## config.mk

```make
export PLATFORM = sky130hd
export DESIGN_NAME = mul_share_arbiter
export DESIGN_NICKNAME = d
export VERILOG_FILES = /design/src/rtl/au_pkg.sv /design/src/rtl/multiplier_4x4.sv /design/src/rtl/mul_share_arbiter.sv
export SDC_FILE = /design/constraint.sdc
export NUM_CORES = 1
export LEC_CHECK = 0
export CORE_ASPECT_RATIO = 0.6
export CORE_MARGIN = 10
export CORE_UTILIZATION = 54
export DETAILED_ROUTE_END_ITERATION = 10
export PLACE_DENSITY_LB_ADDON = 0.3
export SLEW_MARGIN = 10
export SYNTH_ARGS = -nofsm -noshare
export SYNTH_HDL_FRONTEND = slang
export SYNTH_SLANG_ARGS = --single-unit
```

## constraint.sdc

```tcl
create_clock -name clk -period 10.8 [get_ports clk]
set_input_delay 2.16 -clock clk [delete_from_list [all_inputs] [get_ports clk]]
set_output_delay 2.16 -clock clk [all_outputs]
set_load 0.03 [all_outputs]
```

## src/rtl/au_pkg.sv

```systemverilog
// Shared 4-bit AU definitions: FSM state encoding and datapath widths.
package au_pkg;

    localparam int AU_W  = 4;
    localparam int AU_PW = 8;

    typedef enum logic [1:0] {
        ST_IDLE = 2'd0,
        ST_CALC = 2'd1,
        ST_RESP = 2'd2
    } au_state_t;

endpackage

```

## src/rtl/multiplier_4x4.sv

```systemverilog
// Unsigned 4x4 array multiplier, purely combinational, product is 8 bits wide.
module multiplier_4x4
    import au_pkg::*;
(
    input  logic [AU_W-1:0]  a,
    input  logic [AU_W-1:0]  b,
    output logic [AU_PW-1:0] p
);

    // Sum of shifted partial products, one row per bit of b.
    always_comb begin
        p = '0;
        for (int unsigned i = 0; i < AU_W; i++) begin
            if (b[i]) begin
                p = p + (AU_PW'(a) << i);
            end
        end
    end

endmodule

```

## src/rtl/mul_share_arbiter.sv

```systemverilog
// Round-robin sharing of one multiplier_4x4 between two AU requesters.
// One operation in flight; operands and product are registered and the product
// is returned to the owner through a valid/ready handshake.
// Optional MUL_SHARE_STATS_EN adds saturating per-requester grant counters.
module mul_share_arbiter
    import au_pkg::*;
#(
    parameter int unsigned CALC_CYCLES = 1,
    parameter bit          PRIO_INIT   = 1'b0
) (
    input  logic             clk,
    input  logic             rst,
    input  logic [1:0]       req_valid,
    output logic [1:0]       req_ready,
    input  logic [AU_W-1:0]  req_a0,
    input  logic [AU_W-1:0]  req_b0,
    input  logic [AU_W-1:0]  req_a1,
    input  logic [AU_W-1:0]  req_b1,
    output logic [1:0]       rsp_valid,
    input  logic [1:0]       rsp_ready,
    output logic [AU_PW-1:0] rsp_p,
`ifdef MUL_SHARE_STATS_EN
    output logic [7:0]       gnt_cnt0,
    output logic [7:0]       gnt_cnt1,
`endif
    output logic             busy
);

    localparam logic [3:0] CNT_LOAD = 4'(CALC_CYCLES - 1);

    au_state_t        state;
    au_state_t        state_nxt;
    logic             rr_ptr;
    logic             owner;
    logic             win;
    logic             accept;
    logic             rsp_done;
    logic [3:0]       cnt;
    logic [AU_W-1:0]  op_a;
    logic [AU_W-1:0]  op_b;
    logic [AU_PW-1:0] mul_p;

    multiplier_4x4 u_mul (
        .a (op_a),
        .b (op_b),
        .p (mul_p)
    );

    // Grant selection: a lone requester wins, otherwise the RR pointer decides.
    always_comb begin
        win = rr_ptr;
        if (req_valid == 2'b01) begin
            win = 1'b0;
        end else if (req_valid == 2'b10) begin
            win = 1'b1;
        end
    end

    // FSM state register.
    always_ff @(posedge clk or posedge rst) begin
        if (rst) begin
            state <= ST_IDLE;
        end else begin
            state <= state_nxt;
        end
    end

    // Next-state and handshake outputs.
    always_comb begin
        state_nxt = state;
        req_ready = '0;
        rsp_valid = '0;
        accept    = 1'b0;
        rsp_done  = 1'b0;
        case (state)
            ST_IDLE: begin
                req_ready[win] = req_valid[win];
                if (req_valid[win]) begin
                    accept    = 1'b1;
                    state_nxt = ST_CALC;
                end
            end
            ST_CALC: begin
                if (cnt == '0) begin
                    state_nxt = ST_RESP;
                end
            end
            ST_RESP: begin
                rsp_valid[owner] = 1'b1;
                if (rsp_ready[owner]) begin
                    rsp_done  = 1'b1;
                    state_nxt = ST_IDLE;
                end
            end
            default: state_nxt = ST_IDLE;
        endcase
    end

    assign busy = (state != ST_IDLE);

    // Operand capture, calc countdown, product register and RR pointer update.
    always_ff @(posedge clk or posedge rst) begin
        if (rst) begin
            op_a   <= '0;
            op_b   <= '0;
            owner  <= 1'b0;
            cnt    <= '0;
            rsp_p  <= '0;
            rr_ptr <= PRIO_INIT;
        end else begin
            if (accept) begin
                op_a  <= win ? req_a1 : req_a0;
                op_b  <= win ? req_b1 : req_b0;
                owner <= win;
                cnt   <= CNT_LOAD;
            end
            if (state == ST_CALC) begin
                if (cnt == '0) begin
                    rsp_p <= mul_p;
                end else begin
                    cnt <= cnt - 4'd1;
                end
            end
            if (rsp_done) begin
                rr_ptr <= ~owner;
            end
        end
    end

`ifdef MUL_SHARE_STATS_EN
    // Saturating count of accepted operations per requester.
    always_ff @(posedge clk or posedge rst) begin
        if (rst) begin
            gnt_cnt0 <= '0;
            gnt_cnt1 <= '0;
        end else if (accept) begin
            if (!win && gnt_cnt0 != 8'hFF) begin
                gnt_cnt0 <= gnt_cnt0 + 8'd1;
            end
            if (win && gnt_cnt1 != 8'hFF) begin
                gnt_cnt1 <= gnt_cnt1 + 8'd1;
            end
        end
    end
`endif

endmodule
```

Word level (Yosys, flattened, before mapping)
Cells that the tools add are included.
{"block": "totals", "memories": 0, "word_cells": 60, "regBits": 24, "out_inout_bits": 13, "latchBits": 0, "ram_bits": 0, "rom_bits": 0}
{"block": "classes", "n_reduce_logical": 7, "div": 0, "n_eq_ne": 7, "shift": 0, "magnitude_cmp": 4, "n_mux": 29, "bitwise": 2, "multipliers": 0, "add_sub_neg": 4}
{"cell": "two-way mux 4 bit", "count": 6}
{"cell": "two-way mux 8 bit", "count": 3}
{"cell": "two-way mux 1 bit", "count": 12}
{"cell": "two-way mux 2 bit", "count": 5}
{"cell": "adder 8 x 5 -> 8 bit", "count": 1}
{"cell": "adder 8 x 6 -> 8 bit", "count": 1}
{"cell": "adder 8 x 7 -> 8 bit", "count": 1}
{"cell": "!= test 2 bit, second input constant", "count": 3}
{"cell": "case mux 2 bit (3 select lines)", "count": 1}
{"cell": "equality test 2 x 1 -> 1 bit, second input constant", "count": 2}
{"cell": "equality test 2 bit, second input constant", "count": 2}
{"cell": "logical NOT 4 bit", "count": 1}
{"cell": "< comparator 1 x 2 -> 1 bit, second input constant", "count": 2}
{"cell": "subtractor 4 x 1 -> 4 bit, second input constant", "count": 1}
{"cell": "AND reduction 3 bit", "count": 1}
{"cell": "bitwise AND 2 bit", "count": 1}
{"cell": "demux 1 bit (select 1 bit)", "count": 2}
{"cell": ">= comparator 1 bit, second input constant", "count": 2}
{"cell": "logical AND 1 bit", "count": 2}
{"cell": "logical NOT 2 bit", "count": 1}
{"cell": "AND reduction 2 bit", "count": 1}
{"cell": "nonzero test 2 bit", "count": 1}
{"cell": "inverter 1 bit", "count": 1}

Longest topological paths before layout
Gate-level depths: netlist (run 1).
{"block": "logic_depth", "ltp_word": 10, "mapped_depth": 18, "depth_no_buf": 18}

Hierarchy
From an unflattened synthesis (run 1), not the netlist that was laid out.
{"block": "unflattened", "cells_unflattened": 182, "area_unflattened_um2": 1745.4}
{"mod": "mul_share_arbiter", "area_per_inst_um2": 1182.4, "n_inst": 1, "cells_per_inst": 113, "seq_area_each_um2": 600.6}
{"mod": "multiplier_4x4", "area_per_inst_um2": 563.0, "n_inst": 1, "cells_per_inst": 69, "seq_area_each_um2": 0.0}

Worst setup path after synthesis (run 1)
OpenSTA, ideal clock, no wires.
{"block": "synth_timing", "path_kind": "input port to output port", "startpoint": "input port req_valid[0]", "endpoint": "output port req_ready[1]", "stages": 3, "setup_slack_ps": 5839, "t_required_ps": 8640, "path_buffers": 1, "arrival_ps": 2801, "path_cell_list": "nand2b_1 > and3_1 > clkbuf_1"}
{"block": "synth_between", "elab_chain_cells": 9}
{"item": "start: declaration", "line_no": "mul_share_arbiter.sv:13", "source": "input logic [1:0] req_valid,"}
{"item": "equality test 2 bit", "line_no": "mul_share_arbiter.sv:54", "source": "end else if (req_valid == 2'b10) begin"}
{"item": "two-way mux 1 bit", "line_no": "mul_share_arbiter.sv:54"}
{"item": "two-way mux 1 bit", "line_no": "mul_share_arbiter.sv:52", "source": "if (req_valid == 2'b01) begin"}
{"item": "< comparator 1 x 2 -> 1 bit (not written as such) or >= comparator 1 bit (tied branches)", "line_no": "mul_share_arbiter.sv:77", "source": "req_ready[win] = req_valid[win];"}
{"item": "logical AND 1 bit (not written as such)", "line_no": "mul_share_arbiter.sv:77"}
{"item": "two-way mux 1 bit (not written as such)", "line_no": "mul_share_arbiter.sv:77"}
{"item": "demux 1 bit (select 1 bit)", "line_no": "mul_share_arbiter.sv:77"}
{"item": "bitwise AND 2 bit (no source line) *"}
{"item": "two-way mux 2 bit *", "line_no": "mul_share_arbiter.sv:75", "source": "case (state)"}
{"item": "end: declaration", "line_no": "mul_share_arbiter.sv:14", "source": "output logic [1:0] req_ready,"}
Every way passes the cells marked *; elsewhere a longest branch is shown, timed or not. The select of a mux whose other input is x is not followed.

Worst setup path after layout (run 1)
Same ends and word-level chain as after synthesis.

==> key figures, run 1 <==
Drt
  • Starting DRC count in detailed routing: 148
  • DRT Wirelength: 4260 um
  • Routed len/inst: 16.6 um
  • Drc violations: 0
  • Remaining antenna violation count: 0
  • DR pass1 iterations: 4
  • Vias/cell: 5.84
  • Vias post-DR: 1495

Setup path
  • CP required: 8640 ps
  • Critical-path cell list: clkdlybuf4s50_1 > nand2b_1 > and3_1 > clkdlybuf4s50_1
  • Max stage delay on crit path: 750 ps
  • Critical path arrival: 3820 ps
  • Worst Setup Start Kind: primary input
  • Slowest cell on the critical path: clkdlybuf4s50_1
  • Number of buffers and inverters on the critical path: 2
  • Max FO, Critical Path: 10
  • CP Capture Type: primary output
  • Crit-path most repeated cell: clkdlybuf4s50_1
  • Setup CP Type: primary input to primary output
  • Largest delay contributor family on the critical path: buffers and inverters

Die
  • Die area: 5680 um^2
  • Chip Width: 90.9 um
  • Starting Density: 56.7%
  • Rows: 15
  • Die Ht: 62.5 um
  • I/O Pins: 35
  • Core Area: 2870 um^2

Synthesis
  • Cell variety after synth: 31
  • Avg Inst Size Synth: 8.85 um^2
  • Post-synth EDFFs: 0
  • Ys Warns: 0
  • Synth async-reset ratio: 100%
  • Sequential fraction of the synthesis area: 36.9%
  • Synth Flop Type: dfrtp_1
  • Most frequent cell after synthesis: dfrtp_1
  • Top cell type's share of synthesized area: 36.9%
  • Syn Inst Count: 184
  • Synth area leader: dfrtp_1
  • Syn nets: 221
  • Top post-synthesis cells by count: dfrtp_1, inv_1, nand2_1, o21ai_0, ha_1
  • Number of synthesized register bits: 24
  • Dominant cells by area after synthesis: dfrtp_1, ha_1, a222oi_1
  • Synth Cell Area: 1630 um^2

STA
  • Fmax: 167 MHz
  • Final WS setup: 4820 ps
  • Slew HR: 39.4%
  • Max-slew violation count: 0
  • RSZ-0062 raised after global routing: no
  • Final Setup Violations: 0
  • Clock skew: 6.01 ps
  • Fin. Hold Viols: 0
  • Final cycle utilization of the critical path: 55.3%
  • Setup tns final: 0 ps
  • Worst-Margin Slew: 908 ps
  • Minimum clock period: 5980 ps

Pwr
  • Seq pwr share: 30.4%
  • Total Power: 0.624 mW
  • Max VDD drop: 163 uV
  • Clock power share: 9.8%
  • P_sw: 0.297 mW
  • Internal Power: 0.327 mW
  • P_leak: 0.983 nW
  • PD cells: 305 nW/um^2
  • Combinational Power Share: 59.8%
  • Switching part of the total: 47.6%

Cells and area
  • Fill cell count: 219
  • # nets final: 252
  • Ant diodes: 0
  • Fraction of layout cells with a size suffix above 1: 2.80%
  • Area Overhead vs Synth: 25.8%
  • Final non-filler cell total: 256

CTS
  • CTS tree: built
  • Clk sinks: 24
  • Clock Tree Root: clkbuf_8
  • CTS clk-pin slew, worst paths: 80 ps
  • CTS resizes: 0
  • Max clock buf depth: 2
  • Worst-skew pair later-pin latency: 260 ps
  • CTS Buf Count: 3
  • Setup Buffers After CTS: 0
  • Hold_buf cts: 0
  • Htree depth: 1

GRT
  • Antenna violations before repair: 0
  • First-pass GRT wire length: 7160 um
  • Vias in the first global route: 1537
  • Busiest grt layer: met2
  • GR Util All Layers: 14.9%
  • GR Layer Usage met2: 23.5%
  • GR Layer Usage met3: 6.47%
  • Largest net degree at the start of global routing: 25
  • Met1 Resource Use GR: 18.3%
  • Remaining Overflow, GRT: 0

Job
  • Max_cap viols: 0

Placement
  • Routability cong.: 0.875
  • IO buf count: 34
  • Detail Placement HPWL: 3380 um
  • Post-placement setup slack: 4850 ps
  • Placed Cells: 252

Worst hold path
  • HP Class: register to register

Status
  • Status: completed
==> worst paths after layout <==
| path | start | to | slack, ps | cells after the start |
|---|---|---|---|---|
| setup / recovery | req_valid[0] | req_ready[1] | 4820 | 4 |
| hold / removal | rsp_p[6]$_DFFE_PP0P_ | rsp_p[6]$_DFFE_PP0P_ | 480 | 2 |
| setup reg to reg | op_a[1]$_DFFE_PP0P_ | rsp_p[6]$_DFFE_PP0P_ | 6840 | 18 |
| hold reg to reg | rsp_p[6]$_DFFE_PP0P_ | rsp_p[6]$_DFFE_PP0P_ | 480 | 2 |
| max in group asynchronous | rst | rsp_p[4]$_DFFE_PP0P_ | 7850 | 2 |
| min in group asynchronous | rst | rr_ptr$_DFFE_PP0P_ | 2390 | 2 |
==> per-stage QoR <==
stage | instance area, um^2 | hold slack, ps | utilization, %
2_1_floorplan | 1630 | 475 | -
3_3_place_gp | 1990 | 460 | 69.4
3_5_place_dp | 1990 | 468 | 69.4
4_1_cts | 2050 | 489 | 71.3
5_1_grt | 2050 | 521 | 71.3
6_report | 2050 | 483 | 71.3
==> placed cells by master, fill, tap and decap left out, types with 6 or more instances in the layout <==
master | synthesis | layout
nor2_1 | 7 | 7
mux2i_1 | 6 | 6
ha_1 | 12 | 12
clkdlybuf4s50_1 | 0 | 34
a222oi_1 | 8 | 8
o21ai_0 | 13 | 13
a21oi_1 | 11 | 11
dfrtp_1 | 24 | 24
nand2_1 | 20 | 20
and3_1 | 6 | 6
inv_1 | 21 | 21
nand3_1 | 10 | 10
==> worst min-delay path, delay by kind of cell, from the launching register on <==
kind / cells / cell delay [ps]
and+or+nand+nor: 2 / 100
DFF: 1 / 350
==> registers in the layout, indices dropped and copies added (netlist names) <==
name and flops:
op_a 4, rr_ptr 1, cnt 4, owner 1, state 2, rsp_p 8
op_b 4
==> routing by layer <==
layer / share of wire (%) / wire (um)
met4: 0.45 / 19
met2: 45 / 1920
met5: 0 / 0
met1: 45 / 1930
met3: 9.0 / 383
==> power by group through the flow <==
| stage | Sequential [mW] | Combinational [mW] | Clock (mW) |
|---|---|---|---|
| floorplan | 0.180 | 0.265 | 0 |
| global placement | 0.186 | 0.350 | 0 |
| detailed placement | 0.189 | 0.369 | 0 |
| CTS | 0.189 | 0.369 | 0.0616 |
| global route | 0.196 | 0.419 | 0.0656 |
| finish | 0.190 | 0.373 | 0.0610 |
==> kinds of logic after synthesis <==
logic type	share of synthesized area, %
multiplexers	4.38
flip-flops	36.9
AND/OR/NAND/NOR	19.4
buffers and inverters	6.99
XOR/XNOR	1.61
adder cells (fa/ha/maj)	13.5
AO/OA/AOI/OAI	17.2
==> final cells by class <==
| type | count | area, um^2 | share of cell area [%] |
|---|---|---|---|
| Sequential cell | 24 | 601 | 29.3 |
| Tap cell | 42 | 52.6 | 2.57 |
| Timing Repair Buffer | 35 | 348 | 17.0 |
| Inverter | 21 | 78.8 | 3.85 |
| Clock buffer | 4 | 55.1 | 2.69 |
| Multi-Input combinational cell | 130 | 913 | 44.6 |
Note: power is estimated with default switching activity, not from simulation.
==> run 2, diff against run 1 <==
--- a/config.mk
+++ b/config.mk
@@ -7,7 +7,7 @@
 export LEC_CHECK = 0
 export CORE_ASPECT_RATIO = 0.6
 export CORE_MARGIN = 10
-export CORE_UTILIZATION = 54
+export CORE_UTILIZATION = 51
 export DETAILED_ROUTE_END_ITERATION = 10
 export PLACE_DENSITY_LB_ADDON = 0.3
 export SLEW_MARGIN = 10
==> constraint.sdc (replaced) <==
create_clock -name clk -period 5.6 [get_ports clk]
set_input_delay 1.12 -clock clk [delete_from_list [all_inputs] [get_ports clk]]
set_output_delay 1.12 -clock clk [all_outputs]
set_load 0.03 [all_outputs]
==> key figures, run 2 (synthesized netlist as in run 1, its figures left out) <==
Cells and area
  • Fraction of layout cells with a size suffix above 1: 2.35% (was 2.80%)
  • Most frequent cells in the layout: clkdlybuf4s50_1, dfrtp_1, inv_1 (unchanged)
  • Final non-filler cell total: 255 (was 256)
  • Core Util, Final: 68.6% (was 71.3%)
  • Area Overhead vs Synth: 25.0% (was 25.8%)
  • Biggest register: rsp_p (unchanged)
  • Most common cell after layout, fill and taps aside: clkdlybuf4s50_1 (unchanged)
  • Ant diodes: 0 (unchanged)
  • # nets final: 252 (unchanged)
  • Max reg flops: 8 (unchanged)
  • Design area: 2030 um^2 (was 2050 um^2)

Setup path
  • Max stage delay on crit path: 530 ps (was 750 ps)
  • Setup CP Type: register to register (was primary input to primary output)
  • CP Capture Type: register (was primary output)
  • Critical-path cell list: and2_1 > ha_1 > inv_1 > fa_1 > xnor2_1 > and3_1 > nor2_1 > inv_1 > ha_1 > nand3_1 > and3_1 > o21ai_0 > nand2_1 > ha_1 > a21oi_1 > a21oi_1 > o211ai_1 > nand3_1 (was clkdlybuf4s50_1 > nand2b_1 > and3_1 > clkdlybuf4s50_1)
  • Critical path arrival: 4160 ps (was 3820 ps)
  • Crit-path most repeated cell: ha_1 (was clkdlybuf4s50_1)
  • CP required: 5750 ps (was 8640 ps)
  • Slowest cell on the critical path: dfrtp_1 (was clkdlybuf4s50_1)
  • Worst R2R Path Depth: 18 (unchanged)
  • Worst Setup Start Kind: register (was primary input)
  • Max FO, Critical Path: 7 (was 10)

STA
  • Slew HR: 39.7% (was 39.4%)
  • Clock skew: 5.62 ps (was 6.01 ps)
  • Worst-Margin Slew: 904 ps (was 908 ps)
  • Final cycle utilization of the critical path: 71.6%
  • Fin. Hold Viols: 0 (unchanged)
  • Final Setup Violations: 0 (unchanged)
  • Max-slew violation count: 0 (unchanged)
  • Fmax: 249 MHz
  • RSZ-0062 raised after global routing: no (unchanged)
  • Setup tns final: 0 ps (unchanged)
  • Minimum clock period: 4010 ps

GRT
  • Largest net degree at the start of global routing: 25 (unchanged)
  • First-pass GRT wire length: 7180 um (was 7160 um)
  • GR Util All Layers: 14.6% (was 14.9%)
  • Remaining Overflow, GRT: 0 (unchanged)
  • Antenna violations before repair: 0 (unchanged)
  • Vias in the first global route: 1547 (was 1537)

Die
  • Rows: 15 (unchanged)
  • I/O Pins: 35 (unchanged)
  • Die area: 5930 um^2 (was 5680 um^2)
  • Die Ht: 63.8 um (was 62.5 um)
  • Core Area: 2970 um^2 (was 2870 um^2)
  • Chip Width: 92.9 um (was 90.9 um)
  • Starting Density: 54.9% (was 56.7%)

Drt
  • Vias post-DR: 1479 (was 1495)
  • Vias/cell: 5.80 (was 5.84)
  • DRT Wirelength: 4370 um (was 4260 um)
  • Starting DRC count in detailed routing: 126 (was 148)
  • Routed len/inst: 17.1 um (was 16.6 um)
  • Remaining antenna violation count: 0 (unchanged)
  • Drc violations: 0 (unchanged)
  • Metal3 WL: 415 um (was 383 um)
  • Met2 routed WL: 2010 um (was 1920 um)
  • Top layer in use: met4 (unchanged)
  • Met1 wire length: 1890 um (was 1930 um)
  • DR pass1 iterations: 4 (unchanged)

Pwr
  • Max VDD drop: 254 uV (was 163 uV)
  • P_leak: 0.976 nW (was 0.983 nW)
  • Total Power: 1.20 mW (was 0.624 mW)
  • PD cells: 589 nW/um^2 (was 305 nW/um^2)

Placement
  • Routability cong.: 0.848 (was 0.875)
  • IO buf count: 34 (unchanged)
  • Placed Cells: 252 (unchanged)
  • Detail Placement HPWL: 3490 um (was 3380 um)
  • Placed cell area: 1990 um^2 (unchanged)

CTS
  • Setup Buffers After CTS: 0 (unchanged)
  • CTS clk-pin slew, worst paths: 90 ps (was 80 ps)
  • CTS tree: built (unchanged)
  • Worst-skew pair later-pin latency: 270 ps (was 260 ps)
  • CTS Buf Count: 3 (unchanged)
  • Hold_buf cts: 0 (unchanged)
  • Max clock buf depth: 2 (unchanged)
  • Clk sinks: 24 (unchanged)
  • Clock Tree Root: clkbuf_8 (unchanged)
  • CTS resizes: 0 (unchanged)
  • Htree depth: 1 (unchanged)

Worst hold path
  • Hold Crit Depth: 2 (unchanged)
  • HP Class: register to register (unchanged)

Job
  • Max_cap viols: 0 (unchanged)

Status
  • Status: completed (unchanged)
## run 2: cell count changes in the layout (fill, tap and decap cells not counted), sizes merged
cell / before / now
clkbuf: 4 / 3
## run 2: worst max-delay path, delay by kind of cell, from the launching register on
| kind | cells | cell delay (ps) |
|---|---|---|
| adders and majority gates | 4 | 1240 |
| and+or+nand+nor | 7 | 1100 |
| AOI/OAI and AO/OA | 4 | 690 |
| DFF | 1 | 530 |
| xor gates and xnor gates | 1 | 170 |
| buffers and inverters | 2 | 170 |
## run 2: area by class of cell
type / instances / area [um^2]
fill: 240 / 931
multi-input combinational: 130 / 913
tap: 42 / 52.6
inverter: 21 / 78.8
sequential: 24 / 601
clock buffer: 3 / 41.3
timing repair buffer: 35 / 348
## run 2: routing by layer
layer	track usage, %	vias to the layer above
met5	0	-
met4	4.02	0
met3	6.29	9
met2	23.1	72
met1	17.8	691
li1	-	707
## run 2: final timing paths
path	to	start	slack (ps)
max	rsp_p[6]$_DFFE_PP0P_	op_a[1]$_DFFE_PP0P_	1590
min	rsp_p[0]$_DFFE_PP0P_	rsp_p[0]$_DFFE_PP0P_	480
max reg2reg	rsp_p[6]$_DFFE_PP0P_	op_a[1]$_DFFE_PP0P_	1590
min reg2reg	rsp_p[0]$_DFFE_PP0P_	rsp_p[0]$_DFFE_PP0P_	480
max in group asynchronous	op_a[3]$_DFFE_PP0P_	rst	3700
min in group asynchronous	state[0]$_DFFE_PP0P_	rst	1340
## run 2: where the power goes
part           internal, mW  switching (mW)  total [mW]
clock network        0.0482          0.0549       0.103
logic                 0.324           0.404       0.728
registers             0.249           0.119       0.368
total                 0.620           0.578        1.20
## run 2: metrics by stage
step | worst slack (ps) | hold slack [ps]
CTS | 1640 | 488
detailed placement | 1670 | 470
finish | 1590 | 482
global route | 1250 | 514
floorplan | 2150 | 475
global placement | 1800 | 454
==> run 3, diff against run 2 <==
--- a/config.mk
+++ b/config.mk
@@ -7,7 +7,7 @@
 export LEC_CHECK = 0
 export CORE_ASPECT_RATIO = 0.6
 export CORE_MARGIN = 10
-export CORE_UTILIZATION = 51
+export CORE_UTILIZATION = 46
 export DETAILED_ROUTE_END_ITERATION = 10
 export PLACE_DENSITY_LB_ADDON = 0.3
 export SLEW_MARGIN = 10
==> constraint.sdc (replaced) <==
create_clock -name clk -period 3.51 [get_ports clk]
set_input_delay 0.702 -clock clk [delete_from_list [all_inputs] [get_ports clk]]
set_output_delay 0.702 -clock clk [all_outputs]
set_load 0.03 [all_outputs]
==> key figures, run 3 (synthesized netlist as in run 1, its figures left out) <==
Status
  • Status: completed (unchanged)

Drt
  • Metal3 WL: 355 um (was 415 um)
  • Met1 wire length: 2140 um (was 1890 um)
  • DRT Wirelength: 4650 um (was 4370 um)
  • Drc violations: 0 (unchanged)
  • Met2 routed WL: 2130 um (was 2010 um)
  • Vias/cell: 5.54 (was 5.80)
  • Routed len/inst: 16.7 um (was 17.1 um)
  • Starting DRC count in detailed routing: 125 (was 126)
  • Vias post-DR: 1539 (was 1479)
  • DR pass1 iterations: 5 (was 4)
  • Top layer in use: met4 (unchanged)
  • Remaining antenna violation count: 0 (unchanged)

Setup path
  • Worst Setup Start Kind: register (unchanged)
  • Setup CP Type: register to register (unchanged)
  • Critical-path cell list: buf_6 > nand2_4 > inv_1 > ha_4 > a21o_1 > nor2_1 > a21oi_2 > a211oi_2 > ha_1 > a21oi_2 > buf_4 > and3_4 > o21ai_4 > nand2_2 > ha_4 > a21oi_2 > a21oi_1 > o211ai_1 > nand3_1 (was and2_1 > ha_1 > inv_1 > fa_1 > xnor2_1 > and3_1 > nor2_1 > inv_1 > ha_1 > nand3_1 > and3_1 > o21ai_0 > nand2_1 > ha_1 > a21oi_1 > a21oi_1 > o211ai_1 > nand3_1)
  • Max FO, Critical Path: 6 (was 7)
  • Crit-path most repeated cell: a21oi_2 (was ha_1)
  • CP Capture Type: register (unchanged)
  • Critical path arrival: 3570 ps (was 4160 ps)
  • CP required: 3660 ps (was 5750 ps)
  • Slowest cell on the critical path: dfrtp_1 (unchanged)
  • Worst reg-to-reg setup slack: 90 ps (was 1590 ps)
  • Max stage delay on crit path: 400 ps (was 530 ps)

Cells and area
  • # nets final: 271 (was 252)
  • Most frequent cells in the layout: clkdlybuf4s50_1, dfrtp_1, inv_1, buf_4, nand2_1 (was clkdlybuf4s50_1, dfrtp_1, inv_1)
  • Fraction of layout cells with a size suffix above 1: 21.5% (was 2.35%)
  • Final non-filler cell total: 278 (was 255)
  • Core Util, Final: 71.2% (was 68.6%)
  • Max reg flops: 8 (unchanged)
  • Biggest register: rsp_p (unchanged)
  • Most common cell after layout, fill and taps aside: clkdlybuf4s50_1 (unchanged)
  • Area Overhead vs Synth: 45.3% (was 25.0%)
  • Fill cell count: 245 (was 240)
  • Ant diodes: 0 (unchanged)

STA
  • Fin. Hold Viols: 0 (unchanged)
  • Slew HR: 37.9% (was 39.7%)
  • Final Setup Violations: 0 (unchanged)
  • Minimum clock period: 3420 ps (was 4010 ps)
  • Worst-Margin Slew: 931 ps (was 904 ps)
  • Final cycle utilization of the critical path: 97.4% (was 71.6%)
  • Final WS setup: 92.0 ps (was 1590 ps)
  • Clock skew: 2.92 ps (was 5.62 ps)
  • Fmax: 293 MHz (was 249 MHz)
  • RSZ-0062 raised after global routing: yes (was no)
  • Max-slew violation count: 0 (unchanged)
  • Setup tns final: 0 ps (unchanged)

Placement
  • IO buf count: 34 (unchanged)
  • Routability cong.: 0.875 (was 0.848)
  • Detail Placement HPWL: 3360 um (was 3490 um)
  • Placed Cells: 259 (was 252)
  • Post-placement setup slack: -161 ps (was 1670 ps)

GRT
  • Vias in the first global route: 1576 (was 1547)
  • First-pass GRT wire length: 7530 um (was 7180 um)
  • Remaining Overflow, GRT: 0 (unchanged)
  • GR Util All Layers: 14.2% (was 14.6%)
  • Largest net degree at the start of global routing: 25 (unchanged)
  • Antenna violations before repair: 0 (unchanged)

Die
  • Die area: 6400 um^2 (was 5930 um^2)
  • Starting Density: 49.0% (was 54.9%)
  • Chip Width: 96.8 um (was 92.9 um)
  • I/O Pins: 35 (unchanged)
  • Core Area: 3320 um^2 (was 2970 um^2)
  • Die Ht: 66.1 um (was 63.8 um)
  • Rows: 16 (was 15)

CTS
  • Htree depth: 1 (unchanged)
  • CTS tree: built (unchanged)
  • Max clock buf depth: 2 (unchanged)
  • Clock Tree Root: clkbuf_8 (unchanged)
  • CTS clk-pin slew, worst paths: 90 ps (about the same)
  • CTS Buf Count: 3 (unchanged)
  • Clk sinks: 24 (unchanged)
  • Hold_buf cts: 0 (unchanged)
  • Worst-skew pair later-pin latency: 270 ps (about the same)

Pwr
  • Seq pwr share: 22.6% (was 30.7%)
  • PD cells: 1030 nW/um^2 (was 589 nW/um^2)
  • Combinational Power Share: 67.3% (was 60.7%)
  • Max VDD drop: 658 uV (was 254 uV)
  • Internal Power: 1.35 mW (was 0.620 mW)
  • Clock power share: 10.1% (was 8.6%)
  • Total Power: 2.42 mW (was 1.20 mW)
  • P_leak: 1.10 nW (was 0.976 nW)
  • Switching part of the total: 44.2% (was 48.2%)
  • P_sw: 1.07 mW (was 0.578 mW)

Job
  • Max_cap viols: 0 (unchanged)

Worst hold path
  • HP Class: register to register (unchanged)
-- run 3: path summary, 6_finish.rpt --
path,startpoint,to,cells past startpoint
worst max-delay path,op_b[0]$_DFFE_PP0P_,rsp_p[6]$_DFFE_PP0P_,19
worst min-delay path,rsp_p[0]$_DFFE_PP0P_,rsp_p[0]$_DFFE_PP0P_,2
worst max register to register,op_b[0]$_DFFE_PP0P_,rsp_p[6]$_DFFE_PP0P_,19
worst min register to register,rsp_p[0]$_DFFE_PP0P_,rsp_p[0]$_DFFE_PP0P_,2
max in group asynchronous,rst,rsp_p[2]$_DFFE_PP0P_,2
min in group asynchronous,rst,rsp_p[5]$_DFFE_PP0P_,2
-- run 3: power by group through the flow --
stage          sequential, mW  clock (mW)  combinational, mW
2_1_floorplan           0.555           0              0.817
3_3_place_gp            0.526           0               1.16
3_5_place_dp            0.536           0               1.21
4_1_cts                 0.533       0.249               1.34
5_1_grt                 0.573       0.260               1.79
6_report                0.548       0.244               1.63
-- run 3: final cells by class --
| cell class | instances | area, um^2 | share of cell area (%) |
|---|---|---|---|
| clock buffers | 3 | 41.3 | 1.75 |
| clock inverters | 1 | 30.0 | 1.27 |
| inverters | 21 | 78.8 | 3.33 |
| multi-input cells | 130 | 1060 | 45.0 |
| flip-flops and latches | 24 | 601 | 25.4 |
| well taps | 45 | 56.3 | 2.38 |
| repair buffers | 54 | 494 | 20.9 |
-- run 3: what timing repair did --
item | CTS | global route
resized for setup | 9 | 25
endpoints found under the setup margin | 4 | 4
pin swaps | 1 | 14
buffers inserted | 7 | 8
-- run 3: per-layer routing --
metal / up-vias / track usage [%]
li1: 753 / -
met2: 49 / 22.5
met1: 733 / 17.4
met5: - / 0
met3: 4 / 6.16
met4: 0 / 3.48
-- run 3: stage by stage --
stage | instance area [um^2] | hold slack [ps]
after floorplan | 1630 | 475
after global placement | 2030 | 462
after detailed placement | 2030 | 464
after CTS | 2170 | 486
after global routing | 2360 | 522
final | 2360 | 481
-- run 3: worst max-delay path, delay by kind of cell (launching register included) --
kind	cells	cell delay, ps
AO/OA/AOI/OAI	8	1150
flip-flops	1	400
buffers and inverters	3	340
adder cells (fa/ha/maj)	3	750
AND/OR/NAND/NOR	5	660
